`config.mk`:
```
export PLATFORM = sky130hd
export DESIGN_NAME = branch_predictor
export DESIGN_NICKNAME = d
export VERILOG_FILES = /design/src/rtl/branch_predictor_pkg.sv /design/src/rtl/branch_predictor_sat_counter.sv /design/src/rtl/branch_predictor.sv
export SDC_FILE = /design/constraint.sdc
export NUM_CORES = 2
export LEC_CHECK = 0
export CAP_MARGIN = 5
export CORE_MARGIN = 1
export CORE_UTILIZATION = 35
export CTS_CLUSTER_DIAMETER = 50
export CTS_CLUSTER_SIZE = 24
export DETAILED_ROUTE_END_ITERATION = 16
export GPL_ROUTABILITY_DRIVEN = 0
export HOLD_SLACK_MARGIN = 0.08
export RECOVER_POWER = 50
export SLEW_MARGIN = 20
export SYNTH_ARGS = -nofsm -noshare
export SYNTH_HDL_FRONTEND = slang
export SYNTH_SLANG_ARGS = --single-unit
```
`constraint.sdc`:
```
create_clock -name cpu_clk -period 7.8 [get_ports cpu_clk]
set_input_delay 1.56 -clock cpu_clk [delete_from_list [all_inputs] [get_ports cpu_clk]]
set_output_delay 1.56 -clock cpu_clk [all_outputs]
set_load 0.02 [all_outputs]
```
`src/rtl/branch_predictor_pkg.sv`:
```
// Shared definitions for the branch target buffer: control-flow type codes,
// field widths and the index-width helper.
// Latency: n/a (constants only). Backpressure: n/a.
package bp_pkg;

  // Control-flow type encoding carried on upd_type and stored per entry.
  localparam logic [1:0] BR_COND = 2'd0;
  localparam logic [1:0] BR_JAL  = 2'd1;
  localparam logic [1:0] BR_JALR = 2'd2;
  localparam logic [1:0] BR_NONE = 2'd3;

  // Width of the stored type field.
  localparam int TYPE_W = 2;

  // Number of index bits needed to address a table of the given depth.
  function automatic int calc_idx_w(input int entries);
    int w;
    w = 0;
    for (int i = 0; i < 32; i++) begin
      if ((1 << w) < entries) w = w + 1;
    end
    return w;
  endfunction

  // Width of one table entry payload: valid + tag + target + type.
  function automatic int entry_w(input int tag_w, input int addr_w);
    return 1 + tag_w + addr_w + TYPE_W;
  endfunction

endpackage

```
`src/rtl/branch_predictor_sat_counter.sv`:
```
// Saturating up/down counter for one table entry's branch direction.
// Latency: 1 cycle (new value visible after the rising edge). Backpressure: none.
// Ports: clk/rst_n, inc/dec step the count without wrapping, load forces
// load_val (load has priority over inc, inc over dec); value is the state.
module sat_counter #(
  parameter int               CNT_W   = 2,
  parameter logic [CNT_W-1:0] RST_VAL = '0
) (
  input  logic             clk,
  input  logic             rst_n,
  input  logic             inc,
  input  logic             dec,
  input  logic             load,
  input  logic [CNT_W-1:0] load_val,
  output logic [CNT_W-1:0] value
);

  localparam logic [CNT_W-1:0] MAX_VAL = '1;
  localparam logic [CNT_W-1:0] MIN_VAL = '0;

  always_ff @(posedge clk or negedge rst_n) begin
    if (!rst_n) begin
      value <= RST_VAL;
    end else if (load) begin
      value <= load_val;
    end else if (inc && (value != MAX_VAL)) begin
      value <= value + CNT_W'(1);
    end else if (dec && (value != MIN_VAL)) begin
      value <= value - CNT_W'(1);
    end
  end

endmodule

```
`src/rtl/branch_predictor.sv`:
```
// Branch target buffer with per-entry saturating direction counters; IF gets
// a predicted next PC, EX trains the table with resolved control flow.
// Latency: lookup is combinational (0 cycles), updates land on the next edge.
// Backpressure: none; every accepted update is absorbed in the cycle it arrives.
// Ports: cpu_clk/cpu_rst (async active-low); pred_pc -> pred_taken/pred_npc;
// upd_* training interface from EX; bp_flush invalidates all entries;
// stat_branches/stat_mispred counters exist only when BP_STATS_EN is defined,
// otherwise they read as 0 (port list unchanged).
module branch_predictor
  import bp_pkg::*;
#(
  parameter int ENTRIES = 64,
  parameter int TAG_W   = 8,
  parameter int CNT_W   = 2,
  parameter int ADDR_W  = 32
) (
  input  logic              cpu_clk,
  input  logic              cpu_rst,
  input  logic [ADDR_W-1:0] pred_pc,
  output logic              pred_taken,
  output logic [ADDR_W-1:0] pred_npc,
  input  logic              upd_valid,
  input  logic [ADDR_W-1:0] upd_pc,
  input  logic [1:0]        upd_type,
  input  logic              upd_taken,
  input  logic [ADDR_W-1:0] upd_target,
  input  logic              upd_mispredict,
  input  logic              bp_flush,
  output logic [31:0]       stat_branches,
  output logic [31:0]       stat_mispred
);

  localparam int IDX_W = calc_idx_w(ENTRIES);

  localparam logic [CNT_W-1:0] CNT_MAX = '1;
  // Weakly taken is the MSB alone; weakly not-taken is one below it.
  localparam logic [CNT_W-1:0] CNT_WT  = CNT_W'(1) << (CNT_W - 1);
  localparam logic [CNT_W-1:0] CNT_WNT = CNT_WT - CNT_W'(1);

  // Table state. Only valid bits and counters are reset; tag/target/type are
  // qualified by valid so their power-up contents never matter.
  logic [ENTRIES-1:0] valid_q;
  logic [TAG_W-1:0]   tag_q    [ENTRIES];
  logic [ADDR_W-1:0]  target_q [ENTRIES];
  logic [TYPE_W-1:0]  type_q   [ENTRIES];
  logic [CNT_W-1:0]   cnt      [ENTRIES];

  // ---------------- Lookup ----------------
  logic [IDX_W-1:0] lk_idx;
  logic [TAG_W-1:0] lk_tag;
  logic             lk_hit;

  assign lk_idx = pred_pc[IDX_W+1:2];
  assign lk_tag = pred_pc[IDX_W+TAG_W+1:IDX_W+2];
  assign lk_hit = valid_q[lk_idx] && (tag_q[lk_idx] == lk_tag);

  // Jumps always redirect on a hit; conditionals follow the counter MSB.
  assign pred_taken = lk_hit && ((type_q[lk_idx] != BR_COND) || cnt[lk_idx][CNT_W-1]);
  assign pred_npc   = pred_taken ? target_q[lk_idx] : pred_pc + ADDR_W'(4);

  // ---------------- Update ----------------
  logic [IDX_W-1:0] u_idx;
  logic [TAG_W-1:0] u_tag;
  logic             u_hit;
  logic             u_jump;
  logic             upd_accept;
  logic             u_write;
  logic             cnt_load;
  logic             cnt_inc;
  logic             cnt_dec;
  logic [CNT_W-1:0] cnt_load_val;

  assign u_idx  = upd_pc[IDX_W+1:2];
  assign u_tag  = upd_pc[IDX_W+TAG_W+1:IDX_W+2];
  assign u_hit  = valid_q[u_idx] && (tag_q[u_idx] == u_tag);
  assign u_jump = (upd_type == BR_JAL) || (upd_type == BR_JALR);

  // A flush in the same cycle swallows the update entirely.
  assign upd_accept = upd_valid && (upd_type != BR_NONE) && !bp_flush;

  // Taken outcomes rewrite the entry on a hit and allocate it on a miss;
  // rewriting the tag on a hit is harmless since it already matches.
  assign u_write = upd_accept && upd_taken;

  assign cnt_load     = (upd_accept && u_hit && u_jump) || (u_write && !u_hit);
  assign cnt_load_val = u_jump ? CNT_MAX : CNT_WT;
  assign cnt_inc      = upd_accept && u_hit && !u_jump && upd_taken;
  assign cnt_dec      = upd_accept && u_hit && !u_jump && !upd_taken;

  always_ff @(posedge cpu_clk or negedge cpu_rst) begin
    if (!cpu_rst) begin
      valid_q <= '0;
    end else if (bp_flush) begin
      valid_q <= '0;
    end else if (u_write) begin
      valid_q[u_idx] <= 1'b1;
    end
  end

  always_ff @(posedge cpu_clk) begin
    if (u_write) begin
      tag_q[u_idx]    <= u_tag;
      target_q[u_idx] <= upd_target;
      type_q[u_idx]   <= upd_type;
    end
  end

  // Counters survive a flush; only reset returns them to weakly not-taken.
  for (genvar i = 0; i < ENTRIES; i++) begin : g_cnt
    logic sel;
    assign sel = (u_idx == IDX_W'(i));

    sat_counter #(
      .CNT_W   (CNT_W),
      .RST_VAL (CNT_WNT)
    ) u_cnt (
      .clk      (cpu_clk),
      .rst_n    (cpu_rst),
      .inc      (cnt_inc && sel),
      .dec      (cnt_dec && sel),
      .load     (cnt_load && sel),
      .load_val (cnt_load_val),
      .value    (cnt[i])
    );
  end

  // ---------------- Statistics ----------------
`ifdef BP_STATS_EN
  logic [31:0] branches_q;
  logic [31:0] mispred_q;

  always_ff @(posedge cpu_clk or negedge cpu_rst) begin
    if (!cpu_rst) begin
      branches_q <= '0;
      mispred_q  <= '0;
    end else if (upd_accept) begin
      branches_q <= branches_q + 32'd1;
      if (upd_mispredict) begin
        mispred_q <= mispred_q + 32'd1;
      end
    end
  end

  assign stat_branches = branches_q;
  assign stat_mispred  = mispred_q;

  // PC bits outside the index/tag window carry no information for the table.
  logic unused_upd_bits;
  assign unused_upd_bits = ^{upd_pc};
`else
  assign stat_branches = '0;
  assign stat_mispred  = '0;

  // Mispredict flag only feeds the statistics; outer PC bits are not stored.
  logic unused_upd_bits;
  assign unused_upd_bits = ^{upd_pc, upd_mispredict};
`endif

endmodule

```
==> results.ini <==
[outcome]
status=finished with violations
violations=capacitance limit, slew limit

[power_and_ir_drop]
ir_worst_vdd_v=0.000177
p_leak_nw=43.2
power.net_switching_w=0.00799
p_sw_share_pct=23.7
p_clk_share_pct=43.6
p_comb_share_pct=5.8
seqPwrFrac_pct=50.6
cell_internal_pwr_w=0.0258
pwr_density_cell_nw_per_um2=244

[worst_hold_path]
hold_path_class=flop to flop

[yosys]
ys_types=70
synth_edf_count=2688
synthFlopType=edfxtp_1
avgSynthCellArea_um2=19.4
ys_seq_area_share_pct=71.3
synthCells=6193
ys_top_cells_by_area=edfxtp_1 (67%), mux4_2 (17%), dfrtp_1 (2.7%)
syn_area_um2=120000
yosysTopAreaCellShare_pct=67.3
synth_warnings=0
synth-async-reset-ratio_pct=6.67
synth_top_cell_by_area=edfxtp_1
ys_ff_latch=2880

[sta]
finalSetupViolCount=0
fin_setup_tns_ns=0
layout_min_cycle_time_ns=7.58
relSlewSlack_pct=-156
slew_violations=2901
hold_viol_final=0
skew_ns=0.0544
whs_ns=0.521
worst_pin_slew_ns=3.85
timing.fmax_mhz=132
fin_crit_sh_pct=97.2
rsz0062_at_grt=no

[global_routing]
grt_pass1_vias=66485
grt-ovfl-total=0
grt_usage_pct=21.8
grt_max_degree=116
antenna_found_initial=27
grt_pass1_wl_mm=530

[cts]
cts_tree=built
cts_buffer_depth=4
root_buffer=clkbuf_16
post_cts_resized=0
postCtsSetupBuffers=0
clock-sinks=2880
h-tree-depth=5
clkLatencyLatePin_ns=0.89
cts_hold_buffers=0
numCtsBuffers=288
clkTransAtPathRegs_ns=0.06

[floorplanning]
die-area_um2=345000
core_um2=341000
initial_core_util_pct=35.2
fp.dieW_um=588
rows=214
die_h_um=588
ios=201

[route]
vias=67229
drtIter0Drc=9158
antenna_left=0
dr.pass1.iters=8
wirelength_mm=383
drc=0
viasPerCell=5.97
wl_per_cell_um=34.0

[setup_path]
cp-start-kind=primary input
critPathMaxFanout=54
end_kind=output pin
cp_data_required_time_ns=6.24
path_class=primary input to output pin
r2r_slack_ns=3.50
cp_data_arrival_time_ns=6.02

[layout]
fin_nets=6592
fillers=29829
mostFrequentLayoutCell=edfxtp_1
layout-drive-gt1-share_pct=27.5
layout_common_cells=edfxtp_1 (2688), mux4_2 (913), nand2_1 (375)
syn_to_final_growth_pct=15.3
layout.cells.non_filler=11259

[place]
dp_hpwl_mm=210
dpl.cell_count=10729
portBuffers=117

[flow_run]
maxCapViolCount=49

-- cell type report --
class                      instances  area [µm²]  share of cell area, %
sequential                      2880       85600                   61.9
multi-input combinational       2912       33000                   23.8
clock buffer                     308        7460                   5.39
tap                             4536        5680                   4.10
timing repair buffer             394        4010                   2.90
clock inverter                   211        2600                   1.88
inverter                          10        37.5                 0.0271
antenna                            8        20.0                 0.0145
-- final timing paths --
kind | startpoint | depth (start not counted) | end
setup / recovery | pred_pc[3] | 14 | pred_npc[14]
hold / removal | valid_q[4] | 2 | valid_q[4]
setup reg to reg | valid_q[27] | 11 | g_cnt[16].u_cnt.value[1]
hold reg to reg | valid_q[4] | 2 | valid_q[4]
max in group asynchronous | cpu_rst | 2 | valid_q[43]
min in group asynchronous | cpu_rst | 1 | g_cnt[15].u_cnt.value[1]
-- power groups by stage --
| stage | Sequential, W | Combinational, W | Clock, W |
|---|---|---|---|
| 2_1_floorplan | 0.0174 | 0.00116 | 0 |
| 3_3_place_gp | 0.0174 | 0.00191 | 0 |
| 3_5_place_dp | 0.0174 | 0.00195 | 0 |
| 4_1_cts | 0.0171 | 0.00195 | 0.0149 |
| 5_1_grt | 0.0171 | 0.00204 | 0.0155 |
| 6_report | 0.0171 | 0.00194 | 0.0147 |
-- per-layer routing --
metal  GRT usage (%)  routed length (µm)  up-vias
met2            34.5              180000     3898
li1                -                   -    26303
met5               0                 115        -
met4            10.2               20000       20
met3            5.11               38400      789
met1            28.5              145000    36219
-- flip-flops by register name, summed over array words and instances, names as in the netlist --
| name | flops |
|---|---|
| g_cnt.u_cnt.value | 128 |
| type_q | 128 |
| tag_q | 512 |
| valid_q | 64 |
| target_q | 2048 |
-- synth_stat cells (all sizes together) (8+ instances only) --
cell type and count:
inv 10, xnor2 21, o31ai 13, nand4 13, nor2 379, o311ai 30
o41a 33, nor4 8, dfstp 64, a21boi 27, o32a 65, nand3 72
o31a 38, o21a 23, o21ai 183, a21oi 65, nor3 50, nand2 375
a21o 12, a211oi 32, xor2 27, edfxtp 2688, and3 33, o221ai 37
dfrtp 128, nand4b 22, clkbuf 242, mux4 913, mux2i 175, and2 8
nor2b 11, buf 212, a31oi 37, a22oi 69
-- cell families after synthesis --
group	count (synthesis)	share of synthesized area, %
adder cells (fa/ha/maj)	2	0.0208
buffers and inverters	464	1.82
XOR/XNOR	48	0.350
flip-flops	2880	71.3
other	1	0.00312
AND/OR/NAND/NOR	1003	3.61
multiplexers	1092	18.6
AO/OA/AOI/OAI	703	4.24
-- metrics by stage --
step | setup slack, ns | util (%) | total power [W] | area (µm²)
after detailed placement | 0.300 | 37.7 | 0.0193 | 128000
after CTS | 0.291 | 40.7 | 0.0339 | 138000
final | 0.220 | 40.6 | 0.0337 | 138000
after floorplan | 1.04 | - | 0.0185 | 120000
after global placement | 0.0992 | 37.7 | 0.0193 | 128000
after global routing | 0.150 | 40.6 | 0.0346 | 138000
-- critical path, stage by stage --
cell and delay, ns:
buf_8 0.42, buf_12 0.27, mux4_2 0.33, mux4_2 0.54
mux4_2 0.56, xnor2_1 0.16, nand4_1 0.25, buf_4 0.25
a2111oi_4 0.32, buf_12 0.30, buf_4 0.22, nand2_1 0.05
o21ai_1 0.47, buf_12 0.19
Note: power is estimated with default switching activity, not from simulation.
